$ cat src/rtl/pgr_uart_rx_fifo_pkg.sv
// Shared receiver state encoding and baud-divider derivation for the
// UART receive path.
package pgr_uart_rx_fifo_pkg;

   localparam logic [1:0] ST_IDLE  = 2'd0;
   localparam logic [1:0] ST_START = 2'd1;
   localparam logic [1:0] ST_DATA  = 2'd2;
   localparam logic [1:0] ST_STOP  = 2'd3;

   // Clock cycles per serial bit, truncated; clk_mhz is in MHz.
   function automatic int unsigned calc_bit_div(input int unsigned clk_mhz,
                                                input int unsigned baud);
      return (clk_mhz * 32'd1000000) / baud;
   endfunction

   function automatic int unsigned calc_half_div(input int unsigned clk_mhz,
                                                 input int unsigned baud);
      return calc_bit_div(clk_mhz, baud) / 32'd2;
   endfunction

endpackage

$ cat src/rtl/pgr_sync_fifo.sv
// Single-clock FIFO with an exact occupancy count and a registered read port
// that holds its last value between reads.
module pgr_sync_fifo #(
   parameter int unsigned DW = 8,
   parameter int unsigned AW = 4
) (
   input  logic          clk,
   input  logic          rst,
   input  logic          wr_en,
   input  logic [DW-1:0] wr_data,
   output logic          full,
   input  logic          rd_en,
   output logic [DW-1:0] rd_data,
   output logic [AW:0]   cnt
);

   localparam int unsigned DEPTH = 1 << AW;

   logic [DW-1:0] mem [DEPTH];
   logic [AW-1:0] wr_ptr_q, wr_ptr_d;
   logic [AW-1:0] rd_ptr_q, rd_ptr_d;
   logic [AW:0]   cnt_q, cnt_d;
   logic [DW-1:0] rd_data_q, rd_data_d;
   logic          wr_ok, rd_ok;

   always_comb begin
      full      = (cnt_q == (AW+1)'(DEPTH));
      wr_ok     = wr_en & ~full;
      rd_ok     = rd_en & (cnt_q != '0);
      wr_ptr_d  = wr_ok ? wr_ptr_q + AW'(1) : wr_ptr_q;
      rd_ptr_d  = rd_ok ? rd_ptr_q + AW'(1) : rd_ptr_q;
      rd_data_d = rd_ok ? mem[rd_ptr_q] : rd_data_q;
      cnt_d     = cnt_q;
      case ({wr_ok, rd_ok})
         2'b10:   cnt_d = cnt_q + (AW+1)'(1);
         2'b01:   cnt_d = cnt_q - (AW+1)'(1);
         default: cnt_d = cnt_q;
      endcase
   end

   always_ff @(posedge clk or posedge rst) begin
      if (rst) begin
         wr_ptr_q  <= '0;
         rd_ptr_q  <= '0;
         cnt_q     <= '0;
         rd_data_q <= '0;
      end else begin
         wr_ptr_q  <= wr_ptr_d;
         rd_ptr_q  <= rd_ptr_d;
         cnt_q     <= cnt_d;
         rd_data_q <= rd_data_d;
      end
   end

   // Storage needs no reset: pointers and count define what is valid.
   always_ff @(posedge clk) begin
      if (wr_ok) mem[wr_ptr_q] <= wr_data;
   end

   assign cnt     = cnt_q;
   assign rd_data = rd_data_q;

endmodule

$ cat src/rtl/pgr_uart_rx_fifo.sv
// 8N1 UART receiver with mid-bit sampling, feeding a FIFO that the command
// parser drains one byte per request.
module pgr_uart_rx_fifo
   import pgr_uart_rx_fifo_pkg::*;
#(
   parameter logic [7:0]  CLK_FREQ  = 8'd50,
   parameter int unsigned BAUD_RATE = 115200,
   parameter int unsigned FIFO_AW   = 4
) (
   input  logic             clk,
   input  logic             rst,
   input  logic             uart_rx,
   output logic [7:0]       rx_fifo_rd_data,
   output logic             rx_fifo_rd_data_valid,
   input  logic             rx_fifo_rd_data_req,
   output logic [FIFO_AW:0] fifo_cnt,
   output logic             frame_err,
   output logic             overflow
);

   localparam int unsigned BIT_DIV  = calc_bit_div(32'(CLK_FREQ), BAUD_RATE);
   localparam int unsigned HALF_DIV = calc_half_div(32'(CLK_FREQ), BAUD_RATE);
   localparam int unsigned CW       = $clog2(BIT_DIV + 1);
   localparam logic [CW-1:0] BIT_LAST  = CW'(BIT_DIV - 1);
   localparam logic [CW-1:0] HALF_LAST = CW'(HALF_DIV - 1);

   logic          rx_s1_q, rx_s1_d, rx_s2_q, rx_s2_d, rx_prev_q, rx_prev_d;
   logic [1:0]    settle_q, settle_d;
   logic          armed_q, armed_d;
   logic [1:0]    state_q, state_d;
   logic [CW-1:0] baud_cnt_q, baud_cnt_d;
   logic [2:0]    bit_idx_q, bit_idx_d;
   logic [7:0]    shift_q, shift_d;
   logic          frame_err_q, frame_err_d;
   logic          overflow_q, overflow_d;
   logic          rd_valid_q, rd_valid_d;
   logic          wr_req, wr_full, rd_en;

   always_comb begin
      rx_s1_d   = uart_rx;
      rx_s2_d   = rx_s1_q;
      rx_prev_d = rx_s2_q;
      // Edges count only once the synchronizer holds real line samples and
      // the line has been seen idle, so a line held low through reset is ignored.
      settle_d  = (settle_q == 2'd2) ? settle_q : settle_q + 2'd1;
      armed_d   = armed_q | ((settle_q == 2'd2) & rx_s2_q);

      state_d     = state_q;
      baud_cnt_d  = baud_cnt_q + CW'(1);
      bit_idx_d   = bit_idx_q;
      shift_d     = shift_q;
      wr_req      = 1'b0;
      frame_err_d = 1'b0;
      case (state_q)
         ST_IDLE: begin
            baud_cnt_d = '0;
            if (armed_q & rx_prev_q & ~rx_s2_q) state_d = ST_START;
         end
         ST_START: begin
            if (baud_cnt_q == HALF_LAST) begin
               baud_cnt_d = '0;
               bit_idx_d  = '0;
               state_d    = rx_s2_q ? ST_IDLE : ST_DATA;
            end
         end
         ST_DATA: begin
            if (baud_cnt_q == BIT_LAST) begin
               baud_cnt_d = '0;
               shift_d    = {rx_s2_q, shift_q[7:1]};
               bit_idx_d  = bit_idx_q + 3'd1;
               if (bit_idx_q == 3'd7) state_d = ST_STOP;
            end
         end
         ST_STOP: begin
            if (baud_cnt_q == BIT_LAST) begin
               baud_cnt_d  = '0;
               state_d     = ST_IDLE;
               wr_req      = rx_s2_q;
               frame_err_d = ~rx_s2_q;
            end
         end
         default: state_d = ST_IDLE;
      endcase

      overflow_d = wr_req & wr_full;
      rd_en      = rx_fifo_rd_data_req & (fifo_cnt != '0);
      rd_valid_d = rd_en;
   end

   always_ff @(posedge clk or posedge rst) begin
      if (rst) begin
         rx_s1_q     <= 1'b1;
         rx_s2_q     <= 1'b1;
         rx_prev_q   <= 1'b1;
         settle_q    <= '0;
         armed_q     <= 1'b0;
         state_q     <= ST_IDLE;
         baud_cnt_q  <= '0;
         bit_idx_q   <= '0;
         shift_q     <= '0;
         frame_err_q <= 1'b0;
         overflow_q  <= 1'b0;
         rd_valid_q  <= 1'b0;
      end else begin
         rx_s1_q     <= rx_s1_d;
         rx_s2_q     <= rx_s2_d;
         rx_prev_q   <= rx_prev_d;
         settle_q    <= settle_d;
         armed_q     <= armed_d;
         state_q     <= state_d;
         baud_cnt_q  <= baud_cnt_d;
         bit_idx_q   <= bit_idx_d;
         shift_q     <= shift_d;
         frame_err_q <= frame_err_d;
         overflow_q  <= overflow_d;
         rd_valid_q  <= rd_valid_d;
      end
   end

   pgr_sync_fifo #(
      .DW(8),
      .AW(FIFO_AW)
   ) u_fifo (
      .clk     (clk),
      .rst     (rst),
      .wr_en   (wr_req),
      .wr_data (shift_q),
      .full    (wr_full),
      .rd_en   (rd_en),
      .rd_data (rx_fifo_rd_data),
      .cnt     (fifo_cnt)
   );

   assign rx_fifo_rd_data_valid = rd_valid_q;
   assign frame_err             = frame_err_q;
   assign overflow              = overflow_q;

endmodule

$ cat config.mk
export PLATFORM = sky130hd
export DESIGN_NAME = pgr_uart_rx_fifo
export DESIGN_NICKNAME = d
export VERILOG_FILES = /design/src/rtl/pgr_uart_rx_fifo_pkg.sv /design/src/rtl/pgr_sync_fifo.sv /design/src/rtl/pgr_uart_rx_fifo.sv
export SDC_FILE = /design/constraint.sdc
export NUM_CORES = 1
export LEC_CHECK = 0
export BUFFER_PORTS_ARGS = -buffer_cell sky130_fd_sc_hd__buf_4
export CORE_MARGIN = 2
export CORE_UTILIZATION = 50
export CTS_BUF_LIST = sky130_fd_sc_hd__clkbuf_2 sky130_fd_sc_hd__clkbuf_4 sky130_fd_sc_hd__clkbuf_8
export DETAILED_ROUTE_END_ITERATION = 8
export PLACE_DENSITY = 0.66
export SYNTH_ARGS = -nofsm -noshare
export SYNTH_HDL_FRONTEND = slang
export SYNTH_SLANG_ARGS = --single-unit
export TNS_END_PERCENT = 50
$ cat constraint.sdc
create_clock -name clk -period 3.6 [get_ports clk]
set_input_delay 0.9 -clock clk [delete_from_list [all_inputs] [get_ports clk]]
set_output_delay 0.9 -clock clk [all_outputs]
set_load 0.05 [all_outputs]
==> flow_summary.yaml <==
floorplanning:
  num_io_pins: 20
  fp-row-count: 44
  dieArea_mm2: 0.01579
  die_y_um: 125.7
  initial_core_util_pct: 51.11
  coreArea_mm2: 0.01448
  chipWidth_um: 125.7
routing:
  routed_wl_um: 13920
  drc: 0
  vias: 3728
  antenna_left: 0
  dr.pass1.iters: 4
  drt-initial-drc-count: 345
  drt-wirelength-per-cell_um: 21.52
  vias_per_cell: 5.762
power:
  peakVddDrop_mv: 0.2962
  p_int_mw: 3.666
  p_seq_share_pct: 50.9
  switching_power_mw: 1.531
  leakage_nw: 2.722
  total_power_mw: 5.197
  p_clk_share_pct: 29.5
  p_per_area_mw_per_mm2: 635.9
  swShare_pct: 29.46
  pwr-share-comb_pct: 19.6
timing:
  rsz0062_at_grt: "no"
  clock_skew_ns: 0.01386
  period_share_pct: 82.98
  hold_viol_final: 0
  min_period_ns: 2.987
  max-slew-margin-rel_pct: 34.34
  drv_slew: 0
  max_freq_mhz: 334.8
  setup_viol: 0
  worstMarginPinSlew_ns: 0.9849
  holdWs_ns: 0.3578
  fin_tns_setup_ns: 0
worst_setup_path:
  path_cells: "inv_1, ha_1, and4b_1, and4b_1, and4b_1, inv_1, ha_1, xor2_1, ha_1, a21oi_1, xor2_1, nor2_1, xor2_1"
  crit_arrival_ns: 3.31
  critPathRequiredTime_ns: 3.92
  crit_path_top_delay_cell: "dfrtp_1"
  critPathMaxFanout: 8
  max_stage_delay_ns: 0.44
  end_kind: "flip-flop"
  criticalPathCategory: "flip-flop to flip-flop"
  cp_num_buf_inv: 2
  start_kind: "flip-flop"
  cp_top_family: "simple AND/OR/NAND/NOR gates"
clock_tree:
  cts_root_buf: "clkbuf_8"
  htreeDepth: 4
  cts.clk_slew.worst_paths_ns: 0.08
  numCtsBuffers: 17
  cts_setup_buffers: 0
  clock_sinks: 180
  clk_latency_ns: 0.45
  cts_tree: "yes"
  clk_path_buf_depth: 2
  holdBufCountCts: 0
  cts.repair.resized: 0
global_routing:
  antenna_found_initial: 0
  grt_pass1_wl_um: 22200
  first_global_vias: 3878
  grt_use_total_pct: 19.02
  grt_max_degree: 25
  overflow: 0
finish:
  multi_input_area_mm2: 0.002086
  drive_above_1_share_pct: 26.13
  layout_commonest_cell: "edfxtp_1"
  final_cell_mix: "edfxtp_1, dfrtp_1, mux4_2"
  utilization_pct: 56.44
  nFillCells: 1107
  seq_area_mm2: 0.005150
  area_delta_synth_final_pct: 10.43
  diodes: 0
  nNetsFinal: 468
  fin_area_mm2: 0.008172
placement:
  routabilityCongestion: 0.7856
  place_hpwl_um: 9232
  portBuffers: 19
  placed_cell_area_mm2: 0.007710
worst_hold_path:
  worstHoldPathType: "flip-flop to flip-flop"
yosys:
  synth_nets: 446
  yosysUniqueCellTypes: 47
  synthFlopType: "edfxtp_1"
  synth_edf_count: 128
  ys_seq_area_share_pct: 69.58
  avgSynthCellArea_um2: 17.29
  synth_area_mm2: 0.007400
  ys_async_sr_fraction_pct: 28.89
  ys_seq_elements: 180
  synth_cells: 428
  yosys_warnings: 0
job:
  drv_cap: 0
outcome:
  status: "finished clean"
[layout make-up]
type,count,area share (%)
Tap cell,184,2.817
Timing Repair Buffer,27,2.480
Inverter,11,0.5053
Clock buffer,28,4.180
Clock inverter,4,1.470
Sequential cell,180,63.02
Multi-Input combinational cell,213,25.52
[sequential cells by signal (all words and copies together), names as in the netlist, named ones only]
signal,count
u_fifo.rd_ptr_q,4
armed_q,1
u_fifo.wr_ptr_q,4
rx_s1_q,1
overflow,1
bit_idx_q,3
frame_err,1
state_q,1
shift_q,8
u_fifo.rd_data,8
rx_fifo_rd_data_valid,1
baud_cnt_q,9
rx_prev_d,1
settle_q,2
u_fifo.mem,128
rx_prev_q,1
u_fifo.cnt,5
[final timing paths]
path | from | to | slack [ns] | cells after the start
max | baud_cnt_q[1]$_DFF_PP0_ | u_fifo.cnt[2]$_DFFE_PP0P_ | 0.61 | 13
min | rx_s1_q$_DFF_PP1_ | rx_prev_d$_DFF_PP1_ | 0.36 | 0
max reg2reg | baud_cnt_q[1]$_DFF_PP0_ | u_fifo.cnt[2]$_DFFE_PP0P_ | 0.61 | 13
min reg2reg | rx_s1_q$_DFF_PP1_ | rx_prev_d$_DFF_PP1_ | 0.36 | 0
max in group asynchronous | rst | rx_s1_q$_DFF_PP1_ | 2.42 | 3
min in group asynchronous | rst | u_fifo.cnt[2]$_DFFE_PP0P_ | 0.49 | 2
[routing by layer]
layer  vias to the layer above  routed length (um)  track usage [%]
li1                       1704                   -                -
met1                      1940                5944            26.00
met2                        79                7163            30.91
met3                         5                 709            3.951
met4                         0                 106            6.471
met5                         -                   0                0
[Yosys cell counts (2+ instances only)]
| master | number | share of area, % |
|---|---|---|
| buf_1 | 3 | 0.15 |
| inv_1 | 11 | 0.56 |
| a21oi_1 | 12 | 0.81 |
| and4b_1 | 4 | 0.54 |
| buf_2 | 9 | 0.61 |
| a211oi_1 | 2 | 0.20 |
| and4_1 | 2 | 0.24 |
| nor4bb_1 | 2 | 0.27 |
| nand4_1 | 5 | 0.42 |
| mux2i_1 | 3 | 0.41 |
| dfstp_2 | 3 | 1.1 |
| ha_1 | 14 | 2.4 |
| o21ai_0 | 2 | 0.14 |
| o22ai_1 | 13 | 1.1 |
| nand2_1 | 10 | 0.51 |
| nor2_1 | 12 | 0.61 |
| nor3_1 | 6 | 0.41 |
| o21a_1 | 2 | 0.20 |
| nor2b_1 | 5 | 0.42 |
| and3_1 | 16 | 1.4 |
| nand3_1 | 9 | 0.61 |
| clkbuf_1 | 9 | 0.46 |
| o211ai_1 | 3 | 0.30 |
| mux2_2 | 19 | 2.9 |
| xnor2_1 | 7 | 0.83 |
| edfxtp_1 | 128 | 52 |
| a21o_1 | 2 | 0.20 |
| buf_6 | 3 | 0.46 |
| xor2_1 | 14 | 1.7 |
| nand2b_1 | 2 | 0.17 |
| dfrtp_1 | 49 | 17 |
| mux4_2 | 32 | 9.7 |
[stage by stage]
stage               instances  setup WS [ns]
floorplan                 428         0.2952
global placement          615         0.7684
detailed placement        615         0.6201
CTS                       647         0.6158
global route              647         0.3407
finish                    647         0.6127
[cells by family after synthesis]
logic type	share of synthesized area, %
adder cells (fa/ha/maj)	2.367
multiplexers	13.24
XOR/XNOR	2.486
buffers and inverters	2.232
flip-flops	69.58
AO/OA/AOI/OAI	3.517
AND/OR/NAND/NOR	6.578
[worst register-to-register path: stages (launching register included)]
cell and delay [ns]:
dfrtp_1 0.44, inv_1 0.12, ha_1 0.19, and4b_1 0.18
and4b_1 0.35, and4b_1 0.26, inv_1 0.07, ha_1 0.28
xor2_1 0.20, ha_1 0.22, a21oi_1 0.19, xor2_1 0.18
nor2_1 0.06, xor2_1 0.14
[power groups by stage]
stage / combinational (mW) / clock, mW / sequential (mW)
after global placement: 1.01 / 0 / 2.68
after floorplan: 0.743 / 0 / 2.67
final: 1.02 / 1.53 / 2.65
after detailed placement: 1.03 / 0 / 2.70
after global routing: 1.10 / 1.65 / 2.69
after CTS: 1.04 / 1.57 / 2.65
No activity file was read; power rests on OpenSTA's default activity.
